<file path="src/rtl/lock_buffer_pkg.sv">
// Shared widths and the saturating-increment helper for the lock_buffer pipeline stage.
package lock_buffer_pkg;

   localparam int unsigned LB_DEFAULT_WIDTH = 16;
   localparam int unsigned LB_STALL_CNT_W   = 16;

   // Next counter value; holds at all-ones instead of wrapping.
   function automatic logic [LB_STALL_CNT_W-1:0] lb_sat_inc(input logic [LB_STALL_CNT_W-1:0] v);
      return (v == '1) ? v : v + LB_STALL_CNT_W'(1);
   endfunction

endpackage

</file>
<file path="src/rtl/lock_buffer_if.sv">
// Upstream/downstream signal bundle of the lock_buffer stage.
// stall_cnt exists only when LOCK_BUFFER_STALL_CNT_EN is defined.
interface lock_buffer_if
   import lock_buffer_pkg::*;
#(
   parameter int unsigned WIDTH = LB_DEFAULT_WIDTH
) ();

   logic [WIDTH-1:0] in;
   logic             dis;
   logic             flush;
   logic [WIDTH-1:0] out;
   logic             valid;
`ifdef LOCK_BUFFER_STALL_CNT_EN
   logic [LB_STALL_CNT_W-1:0] stall_cnt;

   modport master (output in, dis, flush, input out, valid, stall_cnt);
   modport slave  (input in, dis, flush, output out, valid, stall_cnt);
`else
   modport master (output in, dis, flush, input out, valid);
   modport slave  (input in, dis, flush, output out, valid);
`endif

endinterface

</file>
<file path="src/rtl/lock_buffer_sat_cnt.sv">
// Saturating up-counter with enable and synchronous active-low reset.
module lock_buffer_sat_cnt
   import lock_buffer_pkg::*;
(
   input  logic                      clk,
   input  logic                      rst_n,
   input  logic                      en,
   output logic [LB_STALL_CNT_W-1:0] cnt
);

   always_ff @(posedge clk) begin
      if (!rst_n) begin
         cnt <= '0;
      end else if (en) begin
         cnt <= lb_sat_inc(cnt);
      end
   end

endmodule

</file>
<file path="src/rtl/lock_buffer.sv">
// Pipeline-stage register with lock (dis) and flush; flush overrides lock.
// Optional stall counter compiled in with LOCK_BUFFER_STALL_CNT_EN.
module lock_buffer
   import lock_buffer_pkg::*;
#(
   parameter int unsigned      WIDTH       = LB_DEFAULT_WIDTH,
   parameter logic [WIDTH-1:0] FLUSH_VALUE = '0
) (
   input logic           clk,
   input logic           rst_n,
   lock_buffer_if.slave  bus
);

   logic [WIDTH-1:0] data_q;
   logic             valid_q;

   // Priority: reset, flush, lock, load.
   always_ff @(posedge clk) begin
      if (!rst_n) begin
         data_q  <= FLUSH_VALUE;
         valid_q <= 1'b0;
      end else if (bus.flush) begin
         data_q  <= FLUSH_VALUE;
         valid_q <= 1'b0;
      end else if (!bus.dis) begin
         data_q  <= bus.in;
         valid_q <= 1'b1;
      end
   end

   assign bus.out   = data_q;
   assign bus.valid = valid_q;

`ifdef LOCK_BUFFER_STALL_CNT_EN
   logic stall_en_c;

   // Only a genuine stall counts; a flush cycle is not a lock cycle.
   assign stall_en_c = bus.dis & ~bus.flush;

   lock_buffer_sat_cnt u_stall_cnt (
      .clk   (clk),
      .rst_n (rst_n),
      .en    (stall_en_c),
      .cnt   (bus.stall_cnt)
   );
`endif

endmodule

</file>
<file path="src/flat_wrapper.sv">
// flat-port wrapper written by rule: the top's interface ports become plain ports
module lock_buffer_flat import lock_buffer_pkg::*;
#(
   parameter int unsigned      WIDTH       = LB_DEFAULT_WIDTH,
   parameter logic [WIDTH-1:0] FLUSH_VALUE = '0
)
  (clk, rst_n, bus_in, bus_dis, bus_flush, bus_out, bus_valid);
  lock_buffer_if #(.WIDTH(WIDTH)) bus_i ();
  input logic clk;
  input logic rst_n;
  input wire logic [$bits(bus_i.in)-1:0] bus_in;
  input wire logic [$bits(bus_i.dis)-1:0] bus_dis;
  input wire logic [$bits(bus_i.flush)-1:0] bus_flush;
  output wire logic [$bits(bus_i.out)-1:0] bus_out;
  output wire logic [$bits(bus_i.valid)-1:0] bus_valid;
  assign bus_i.in = bus_in;
  assign bus_i.dis = bus_dis;
  assign bus_i.flush = bus_flush;
  assign bus_out = bus_i.out;
  assign bus_valid = bus_i.valid;
  lock_buffer #(.WIDTH(WIDTH), .FLUSH_VALUE(FLUSH_VALUE)) u_core (.clk(clk), .rst_n(rst_n), .bus(bus_i));
endmodule
</file>
<file path="config.mk">
export PLATFORM = sky130hd
export DESIGN_NAME = lock_buffer_flat
export DESIGN_NICKNAME = d
export VERILOG_FILES = /design/src/rtl/lock_buffer_pkg.sv /design/src/rtl/lock_buffer_if.sv /design/src/rtl/lock_buffer_sat_cnt.sv /design/src/rtl/lock_buffer.sv /design/src/flat_wrapper.sv
export SDC_FILE = /design/constraint.sdc
export NUM_CORES = 1
export LEC_CHECK = 0
export BUFFER_PORTS_ARGS = -buffer_cell sky130_fd_sc_hd__clkbuf_2
export CORE_UTILIZATION = 36
export DETAILED_ROUTE_END_ITERATION = 6
export HOLD_SLACK_MARGIN = 0.05
export PLACE_DENSITY = 0.71
export REMOVE_ABC_BUFFERS = 1
export SKIP_LAST_GASP = 1
export SYNTH_ARGS = -nofsm -noshare
export SYNTH_HDL_FRONTEND = slang
export SYNTH_SLANG_ARGS = --single-unit
</file>
<file path="constraint.sdc">
create_clock -name clk -period 0.8 [get_ports clk]
set_input_delay 0.12 -clock clk [delete_from_list [all_inputs] [get_ports clk]]
set_output_delay 0.12 -clock clk [all_outputs]
set_load 0.05 [all_outputs]
</file>
---- Word-level counts from Yosys, hierarchy flattened ----
Index checks and enable logic that the tools add are counted.
word-level totals
  register bits after elaboration ......... 17
  input port bits ......................... 20
  output and inout port bits .............. 17
  word-level logic and storage cells ...... 4
cells by class
  bitwise operators ....................... 1
  reductions and logical operators ........ 1
operators by type and width
  kind             count
  $reduce_or 2->1  1
  $not 1->1        1

---- Depth between registers and ports, before layout ----
  word-level depth ........................ 2
  depth in mapped cells ................... 4

---- Least setup slack after synthesis ----
No wires, ideal clock.
  path kind ............................... register -> register
  start ................................... reg u_core.bus.out[0] (netlist name)
  end ..................................... reg u_core.data_q[0] (netlist: u_core.bus.out[0])
  library setup time ...................... 66 ps
  data arrival time ....................... 827 ps
  data required time ...................... 734 ps
  setup slack ............................. -93 ps
  stages on the path, launching flop included .. 3
  buffers on the path ..................... 0
  period minus slack after synthesis ...... 893 ps
  cell sequence ........................... dfxtp_1 > mux2i_1 > nor2_1
RTL lines
  item                    line               source
  end signal: assignment  lock_buffer.sv:26  data_q <= bus.in;
  end: declaration        lock_buffer.sv:14  logic [WIDTH-1:0] data_q;

---- Worst setup path in the final report ----
  start ................................... reg u_core.data_q[4] (netlist: u_core.bus.out[4])
  end ..................................... out bus_out[4]
RTL lines
  item              line                source
  end: declaration  flat_wrapper.sv:14  output wire logic [$bits(bus_i.out)-1:0] bus_out;
No word-level cell between the ends.

==> metrics.csv <==
metric,value,unit
outcome,finished with violations,
failing checks,"design-rule violations, negative setup slack",
CP Cell Sequence,clkbuf_16,
Layout Area Growth over Synthesis,76.3,%
total number of cells along the worst setup path,1,
ranking of synthesized cells by area,"dfxtp_1 (55%), mux2i_1 (26%), nor2_1 (9.6%)",
min cycle time layout,0.924,ns
Rows,14,
Net Sw Power,0.462,mW
met1 Resource Use GR,16.2,%
worst-path fanout max,2,
initial antenna violation count,0,
dpl ws,0.0276,ns
startpoint types,flip-flop,
Die Ht,43.6,um
core box area,0.00156,mm^2
ant diodes,0,
DRC Markers,4,
vias in the first global route,529,
setup ws final,-0.124,ns
FF-to-FF Start,u_core.bus.out[5],
Peak Freq,1.08,GHz
max-slew violations,0,
Synth Register Bits,17,
"Hold Violations, Final",0,
CP required,0.68,ns
maxcap violations,0,
sequential area share after synthesis,54.6,%
WS Path Type,reg2out,
Critical Path Sink,bus_out[4],
H-Tree Depth,1,
syn_area_per_cell,11.1,um^2
drt first pass iters,7,
worst hold-check path type,in2reg,
clock power share,25.5,%
Worst Tran Pin Value,0.237,ns
root buf cell,clkbuf_4,
"slowest stage delay, CP",0.36,ns
DR vias,532,
Routed WL per cell,14.2,um
nets,117,
overall power,1.72,mW
gpl congestion,0.547,
Global Route met3 Usage,4.17,%
CP endpoint kind,primary output,
Setup Skew,0,ns
CP bufs+invs,1,
CTS max path bufs,2,
DR vias/cell,4.75,
total CTS buffers,3,
RSZ-0062 raised after global routing,yes,
Total Wirelength,1590,um
Buffers on Ports,36,
Critical path origin,u_core.bus.out[4],
Fin Hold WS,0.0685,ns
worst vdd ir,0.00137,V
die width,43.6,um
Internal,1.26,mW
endpoints failing setup,18,
pin count of the biggest net entering global routing,18,
Crit Reg-Reg Endpoint,u_core.bus.out[5],
Cell variety after synth,9,
Combinational Power Share,21.8,%
DR iter-0 viols,13,
clock-pin slew on the worst setup and hold paths,0.10,ns
mapped cell area,623,um^2
Top delay family on crit path,flip-flops,
met2 usage,32.5,%
Register-to-Register Path Depth,3,
Ports,37,
Final Cycle Share,116,%
global route hottest layer,met2,
crit path DAT,0.80,ns
Initial Utilization,40.0,%
Mapped Cells,56,
hold path cells,3,
layout cells sized above 1,62.5,%
first-pass GRT wire length,2260,um
register-to-register setup slack,0,ns
"area leader, netlist",dfxtp_1,
CTS tree,yes,
Sw Share,26.8,%
LEAKAGE,0.532,nW
global route total overflow,0,
total track usage,16.5,%
Die ar.,0.00190,mm^2
Max-slew headroom,83.8,%
Yosys warning count,0,
power per cell area,1570,mW/mm^2
Fin Setup TNS,-1.74,ns
sequential share of power,52.7,%
clock latency on the worst-skew pair,0.28,ns
CTS sink count,17,
area share of the largest cell type after synthesis,54.6,%
Routed Antenna Nets,0,
Crit-path slowest cell,dfxtp_2,
hold buffers post-CTS,0,
## power groups by stage
stage	clock network [mW]	logic [mW]	registers, mW
after global routing	0.509	0.392	0.911
after CTS	0.444	0.352	0.900
after detailed placement	0	0.290	0.908
after global placement	0	0.287	0.907
after floorplan	0	0.0668	1.01
final	0.439	0.375	0.907
## cell families (layout without fill, tap and decap cells)
group / after synthesis / in the layout / synth area share [%]
AND/OR/NAND/NOR: 17 / 17 / 10.6
flip-flops: 17 / 17 / 54.6
AO/OA/AOI/OAI: 1 / 1 / 0.802
buffers and inverters: 5 / 45 / 8.23
multiplexers: 16 / 16 / 25.7
## how the worst min path moves through the flow
| stage | endpoint | from | slack, ns |
|---|---|---|---|
| finish | u_core.bus.out[1] | bus_in[1] | 0.07 |
| CTS | u_core.bus.out[11] | bus_in[11] | 0.07 |
| detailed placement | u_core.bus.out[11] | bus_in[11] | 0.36 |
| global route | u_core.bus.out[12] | bus_in[12] | 0.06 |
| global placement | u_core.bus.out[3] | bus_in[3] | 0.35 |
| floorplan | u_core.bus.valid | bus_dis | 0.21 |
## registers in the layout (all words and copies together), names as in the netlist
name              flops
u_core.bus.out       16
u_core.bus.valid      1
## layout by cell type (no fill, tap or decap), drive strengths merged
cell type | netlist | routed
clkbuf | 0 | 28
dfxtp | 17 | 17
mux2i | 16 | 16
nor2 | 16 | 16
buf | 4 | 16
nand2b | 1 | 1
inv | 1 | 1
a21oi | 1 | 1
## timing repair
| action | 4_1_cts | 5_1_grt |
|---|---|---|
| setup endpoints to repair | 17 | 17 |
| setup buffers | 0 | 2 |
| pin swaps | 0 | 0 |
| gates resized for setup | 56 | 12 |
## Yosys cell counts
library cell   n
buf_12         1
buf_2          1
buf_6          2
mux2i_1       16
a21oi_1        1
nand2b_1       1
inv_1          1
dfxtp_1       17
nor2_1        16
## through the flow
step / cells / area [um^2] / util (%)
after floorplan: 52 / 576 / -
after global placement: 106 / 816 / 52.3
after detailed placement: 106 / 816 / 52.3
after CTS: 110 / 1070 / 68.5
after global routing: 112 / 1100 / 70.5
final: 112 / 1100 / 70.5
## metal layers
layer / up-vias / part of all wire (%)
li1: 260 / -
met3: 2 / 5.8
met2: 22 / 55
met4: 0 / 1.4
met5: - / 0
met1: 248 / 38
## layout make-up
cell class / count / area [um^2]
Clock buffer: 4 / 26.3
Multi-Input combinational cell: 34 / 231
Sequential cell: 17 / 362
Tap cell: 16 / 20.0
Fill cell: 107 / 460
Inverter: 1 / 3.75
Timing Repair Buffer: 40 / 455
Power figures use the tool's default switching activity.
